### src/rtl/control_unit_pkg.sv
// Shared definitions for the RV32I multi-cycle control unit: FSM states,
// opcode constants, ALU/branch op codes, writeback selects and the decoded control bundle.
package control_unit_pkg;

    typedef enum logic [2:0] {
        FETCH   = 3'd0,
        DECODE  = 3'd1,
        EXECUTE = 3'd2,
        MEM     = 3'd3,
        WB      = 3'd4
    } state_t;

    localparam logic [6:0] OP_TYPE_R     = 7'b0110011;
    localparam logic [6:0] OP_TYPE_I     = 7'b0010011;
    localparam logic [6:0] OP_TYPE_L     = 7'b0000011;
    localparam logic [6:0] OP_TYPE_S     = 7'b0100011;
    localparam logic [6:0] OP_TYPE_B     = 7'b1100011;
    localparam logic [6:0] OP_TYPE_LUI   = 7'b0110111;
    localparam logic [6:0] OP_TYPE_AUIPC = 7'b0010111;
    localparam logic [6:0] OP_TYPE_JAL   = 7'b1101111;
    localparam logic [6:0] OP_TYPE_JALR  = 7'b1100111;

    localparam logic [3:0] ALU_ADD = 4'b0000;
    localparam logic [3:0] ALU_SUB = 4'b1000;
    localparam logic [3:0] ALU_SRA = 4'b1101;

    localparam logic [2:0] BR_EQ  = 3'b000;
    localparam logic [2:0] BR_NE  = 3'b001;
    localparam logic [2:0] BR_LT  = 3'b100;
    localparam logic [2:0] BR_GE  = 3'b101;
    localparam logic [2:0] BR_LTU = 3'b110;
    localparam logic [2:0] BR_GEU = 3'b111;

    localparam logic [2:0] RFWD_ALU    = 3'd0;
    localparam logic [2:0] RFWD_LOAD   = 3'd1;
    localparam logic [2:0] RFWD_IMM    = 3'd2;
    localparam logic [2:0] RFWD_PC_IMM = 3'd3;
    localparam logic [2:0] RFWD_PC_4   = 3'd4;

    typedef struct packed {
        logic       legal;
        logic       is_load;
        logic       is_store;
        logic       reg_we;
        logic [3:0] alu_ctrl;
        logic       alu_src;
        logic [2:0] rfwd;
        logic       branch;
        logic       jal;
        logic       jalr;
        logic [1:0] mem_size;
        logic       mem_unsigned;
    } ctrl_t;

endpackage

### src/rtl/control_unit_decoder.sv
// Combinational opcode decoder: maps the current instruction word to the
// control bundle the FSM drives out during EXECUTE (plus memory access attributes).
module ctrl_decoder
    import control_unit_pkg::*;
(
    input  logic [31:0] instrCode,
    output ctrl_t       ctrl
);

    logic [6:0] opcode;
    logic [2:0] funct3;
    logic       funct7_b5;
    logic       unused_instr_bits;

    assign opcode    = instrCode[6:0];
    assign funct3    = instrCode[14:12];
    assign funct7_b5 = instrCode[30];

    // Register indices and most immediate bits never influence control.
    assign unused_instr_bits = ^{instrCode[31], instrCode[29:15], instrCode[11:7]};

    always_comb begin
        // NOTE: the whole bundle is cleared first so no path through the case leaves a field unassigned (no latches).
        ctrl = '0;
        case (opcode)
            OP_TYPE_R: begin
                ctrl.legal    = 1'b1;
                ctrl.reg_we   = 1'b1;
                ctrl.alu_ctrl = {funct7_b5, funct3};
                ctrl.rfwd     = RFWD_ALU;
            end
            OP_TYPE_I: begin
                ctrl.legal    = 1'b1;
                ctrl.reg_we   = 1'b1;
                ctrl.alu_src  = 1'b1;
                // Only SRAI carries funct7[5]; for other immediates bit 30 is immediate data.
                ctrl.alu_ctrl = {funct7_b5 & (funct3 == 3'b101), funct3};
                ctrl.rfwd     = RFWD_ALU;
            end
            OP_TYPE_L: begin
                ctrl.legal    = 1'b1;
                ctrl.is_load  = 1'b1;
                ctrl.alu_src  = 1'b1;
                ctrl.alu_ctrl = ALU_ADD;
            end
            OP_TYPE_S: begin
                ctrl.legal    = 1'b1;
                ctrl.is_store = 1'b1;
                ctrl.alu_src  = 1'b1;
                ctrl.alu_ctrl = ALU_ADD;
            end
            OP_TYPE_B: begin
                ctrl.legal    = 1'b1;
                ctrl.branch   = 1'b1;
                ctrl.alu_ctrl = {1'b0, funct3};
            end
            OP_TYPE_LUI: begin
                ctrl.legal  = 1'b1;
                ctrl.reg_we = 1'b1;
                ctrl.rfwd   = RFWD_IMM;
            end
            OP_TYPE_AUIPC: begin
                ctrl.legal  = 1'b1;
                ctrl.reg_we = 1'b1;
                ctrl.rfwd   = RFWD_PC_IMM;
            end
            OP_TYPE_JAL: begin
                ctrl.legal  = 1'b1;
                ctrl.jal    = 1'b1;
                ctrl.reg_we = 1'b1;
                ctrl.rfwd   = RFWD_PC_4;
            end
            OP_TYPE_JALR: begin
                ctrl.legal   = 1'b1;
                ctrl.jalr    = 1'b1;
                ctrl.alu_src = 1'b1;
                ctrl.reg_we  = 1'b1;
                ctrl.rfwd    = RFWD_PC_4;
            end
            default: ;
        endcase

        if (ctrl.is_load || ctrl.is_store) begin
            ctrl.mem_size     = funct3[1:0];
            ctrl.mem_unsigned = funct3[2];
        end
    end

endmodule

### src/rtl/control_unit.sv
// Multi-cycle RV32I control unit: Moore FSM FETCH/DECODE/EXECUTE/MEM/WB
// sequencing the datapath controls produced by ctrl_decoder.
module control_unit
    import control_unit_pkg::*;
(
    input  logic        clk,
    input  logic        reset,
    input  logic [31:0] instrCode,
    input  logic        busReady,
    output logic        PCEn,
    output logic        regFileWe,
    output logic [3:0]  aluControl,
    output logic        aluSrcMuxSel,
    output logic [2:0]  RFWDSrcMuxSel,
    output logic        branch,
    output logic        jal,
    output logic        jalr,
    output logic [1:0]  memSize,
    output logic        memUnsigned,
    output logic        busWe
);

    state_t state;
    state_t state_next;
    ctrl_t  ctrl;

    ctrl_decoder u_decoder (
        .instrCode (instrCode),
        .ctrl      (ctrl)
    );

    always_ff @(posedge clk or negedge reset) begin
        // NOTE: sequential state uses non-blocking assignment so every flop samples pre-edge values.
        if (!reset) begin
            state <= FETCH;
        end else begin
            state <= state_next;
        end
    end

    always_comb begin
        state_next = state;
        case (state)
            FETCH:   state_next = DECODE;
            DECODE:  state_next = ctrl.legal ? EXECUTE : FETCH;
            EXECUTE: state_next = (ctrl.is_load || ctrl.is_store) ? MEM : FETCH;
            MEM: begin
                if (busReady) begin
                    state_next = ctrl.is_load ? WB : FETCH;
                end
            end
            WB:      state_next = FETCH;
            default: state_next = FETCH;
        endcase
    end

    always_comb begin
        PCEn          = 1'b0;
        regFileWe     = 1'b0;
        aluControl    = ALU_ADD;
        aluSrcMuxSel  = 1'b0;
        RFWDSrcMuxSel = RFWD_ALU;
        branch        = 1'b0;
        jal           = 1'b0;
        jalr          = 1'b0;
        memSize       = 2'b00;
        memUnsigned   = 1'b0;
        busWe         = 1'b0;

        // Outputs are gated by reset directly so strobes drop the moment reset asserts, not at the next edge.
        if (reset) begin
            memSize     = ctrl.mem_size;
            memUnsigned = ctrl.mem_unsigned;
            case (state)
                FETCH: PCEn = 1'b1;
                EXECUTE: begin
                    regFileWe     = ctrl.reg_we;
                    aluControl    = ctrl.alu_ctrl;
                    aluSrcMuxSel  = ctrl.alu_src;
                    RFWDSrcMuxSel = ctrl.rfwd;
                    branch        = ctrl.branch;
                    jal           = ctrl.jal;
                    jalr          = ctrl.jalr;
                end
                MEM: begin
                    aluSrcMuxSel = 1'b1;
                    aluControl   = ALU_ADD;
                    busWe        = ctrl.is_store;
                end
                WB: begin
                    regFileWe     = 1'b1;
                    RFWDSrcMuxSel = RFWD_LOAD;
                end
                default: ;
            endcase
        end
    end

endmodule

### config.mk
export PLATFORM = sky130hd
export DESIGN_NAME = control_unit
export DESIGN_NICKNAME = d
export VERILOG_FILES = /design/src/rtl/control_unit_pkg.sv /design/src/rtl/control_unit_decoder.sv /design/src/rtl/control_unit.sv
export SDC_FILE = /design/constraint.sdc
export NUM_CORES = 1
export LEC_CHECK = 0
export CAP_MARGIN = 20
export CORE_AREA = 5 5 42 44
export DETAILED_ROUTE_END_ITERATION = 10
export DIE_AREA = 0 0 47 49
export DONT_BUFFER_PORTS = 1
export SYNTH_ARGS = -nofsm -noshare
export SYNTH_HDL_FRONTEND = slang
export SYNTH_SLANG_ARGS = --single-unit
### constraint.sdc
create_clock -name clk -period 2.97 [get_ports clk]
set_input_delay 0.4455 -clock clk [delete_from_list [all_inputs] [get_ports clk]]
set_output_delay 0.4455 -clock clk [all_outputs]
set_load 0.01 [all_outputs]
==> flow_metrics.py <==
metrics = {
    "status": {
        "outcome": "complete, no violations",
    },
    "drt": {
        "wl_per_cell_um": 15.8,
        "drtAntennaViolNets": 0,
        "drt_pass1_iterations": 2,
        "drc_errors": 0,
        "dr.first_iter.drc_count": 5,
        "routed_via_density": 5.89,
        "via_count": 489,
        "routed_wl_mm": 1.31,
    },
    "global_route": {
        "gr-total-overflow": 0,
        "grt_pass1_vias": 506,
        "grt_usage": 0.133,
        "grt_start_max_net_pins": 12,
        "antenna_found_initial": 0,
        "grt_pass1_wl_mm": 2.35,
    },
    "worst_setup_path": {
        "critPathMaxFanout": 11,
        "endpoint_kind": "output port",
        "startpoint": "state[0]$_DFFE_PN0P_",
        "worstSetupStartpointType": "flop",
        "cp.required_ps": 2520,
        "r2r-end": "state[1]$_DFFE_PN0P_",
        "crit_end": "aluControl[3]",
        "r2r-start": "state[1]$_DFFE_PN0P_",
        "r2r_cells": 3,
        "critPathArrivalTime_ps": 1760,
        "rrSetupSlack_ps": 1810,
        "worstSetupPathType": "reg2out",
    },
    "synthesis": {
        "ys_warn_count": 0,
        "synth_nets": 99,
        "synth_cells": 64,
        "yosysTopAreaCell": "dfrtp_1",
        "syn-cell-area_um2": 493,
        "ys_types": 33,
        "synthTopCellsByArea": "dfrtp_1 15%, nand2b_1 6.3%, nor2b_1 6.3%",
        "synth_async_sr_flop_share": 1.00,
        "synth_seq_area_share": 0.152,
        "synth-main-ff-cell": "dfrtp_1",
        "netlist.area_leader.share": 0.152,
        "synth-edff-count": 0,
        "ys_ff_latch": 3,
        "synth_commonest_cells": "5 x nand2b_1, 5 x nor2_1, 5 x nor2b_1, 5 x nor3_1",
        "avgSynthCellArea_um2": 7.70,
    },
    "power_and_ir_drop": {
        "total_power_uw": 193,
        "peakVddDrop_mv": 0.350,
        "p_per_area_nw_per_um2": 358,
        "total_leakage_power_uw": 0.000196,
    },
    "flow_run": {
        "drv_cap": 0,
    },
    "sta": {
        "finClkSkew_ps": 0.906,
        "max_freq_mhz": 454,
        "min_period_over_period": 0.742,
        "finalSetupTns_ps": 0,
        "hold_ws_ps": 374,
        "setup_violations": 0,
        "period_needed_ps": 2200,
        "hold_violations": 0,
        "finalMaxSlewViolations": 0,
        "grt_setup_unrepaired": "false",
        "worstMarginPinSlew_ps": 512,
        "relSlewSlack": 0.655,
    },
    "cts": {
        "clk_pin_slew_worst_paths_ps": 40,
        "clkSinkCount": 3,
        "cts-root-buf": "clkbuf_4",
        "clk_latency_ps": 230,
        "cts_buffer_depth": 2,
        "cts_buffers": 3,
        "cts_tree": "yes",
        "htreeDepth": 1,
    },
    "cells_and_area": {
        "finalNonFillerCells": 83,
        "n_antenna_cell": 0,
        "top_register": "state",
        "reg.largest.list": "state (3)",
        "final_cell_area_um2": 538,
        "fillers": 163,
        "area_growth_pct": 9.14,
        "drive_gt1_frac": 0.134,
        "nNetsFinal": 103,
        "largest_reg_flops": 3,
    },
    "placement": {
        "placed_area_um2": 502,
        "gp_congestion": 0.806,
        "place_hpwl_mm": 1.06,
        "dpl.cell_count": 78,
        "port_buffers": 0,
    },
    "floorplanning": {
        "die-area_um2": 2300,
        "core_um2": 1400,
        "die_w_um": 47,
        "start_util": 0.352,
        "ios": 52,
        "rows": 14,
        "die_y_um": 49,
    },
    "min_path": {
        "worstHoldPathType": "in2reg",
    },
}
[how the worst min path moves through the flow]
stage                  start                    to  depth (start not counted)
CTS                 busReady  state[2]$_DFFE_PN0P_                          2
floorplan              reset  state[0]$_DFFE_PN0P_                          0
detailed placement     reset  state[1]$_DFFE_PN0P_                          0
finish              busReady  state[2]$_DFFE_PN0P_                          2
global placement       reset  state[1]$_DFFE_PN0P_                          0
global route        busReady  state[2]$_DFFE_PN0P_                          2
[layout make-up]
type	count	area, µm²	area share
sequential	3	75.1	0.140
tap	16	20.0	0.0372
timing repair buffer	1	10.0	0.0186
multi-input combinational	57	399	0.742
clock buffer	4	26.3	0.0488
inverter	2	7.51	0.0140
[routing by layer]
| layer | part of all wire | up-vias | global-route usage |
|---|---|---|---|
| met3 | 0.096 | 0 | 0.0701 |
| met2 | 0.46 | 18 | 0.186 |
| li1 | - | 254 | - |
| met1 | 0.45 | 217 | 0.185 |
| met4 | 0 | 0 | 0.0184 |
| met5 | 0 | - | 0 |
[stage by stage]
step / setup WS (ps) / util
final: 767 / 0.384
after global routing: 605 / 0.384
after CTS: 752 / 0.384
after detailed placement: 1000 / 0.358
after global placement: 1020 / 0.358
after floorplan: 1070 / -
[power by group]
group	internal, µW	switching [µW]
clock network	50.2	18.9
registers	49.1	21.6
logic	30.4	22.7
[placed cells by master (no fill, tap or decap), drive strengths merged]
master	instances
dfrtp	3
or4b	1
nand4bb	2
nor3b	1
o41a	1
and3	6
a221oi	1
nor2b	5
o211ai	1
dlygate4sd3	1
o32a	1
a211oi	1
and2	4
and3b	1
o21bai	1
nor2	5
or3	1
nand4b	1
nand3b	1
nand3	2
nand2b	5
inv	2
a31oi	2
or2	1
a21oi	2
nor3	5
nand2	1
clkbuf	4
nand4	2
o22ai	1
nor4	2
[worst max-delay path, stage by stage, from the launching register on]
cell and delay (ps):
dfrtp_1 480, nand4bb_1 350, or2_2 360, nor3_1 350
[kinds of logic (layout without fill, tap and decap cells)]
logic type	after synthesis	after routing	synth area share
AOI/OAI and AO/OA	11	11	0.168
buffers and inverters	4	7	0.0381
DFF	3	3	0.152
and+or+nand+nor	46	46	0.642
[what timing repair did]
action / 4_1_cts / 5_1_grt
setup buffers: 0 / 0
gates resized for setup: 0 / 0
hold endpoints to repair: 3 / 0
hold buffers: 1 / 0
(Power assumes the default switching activity.)
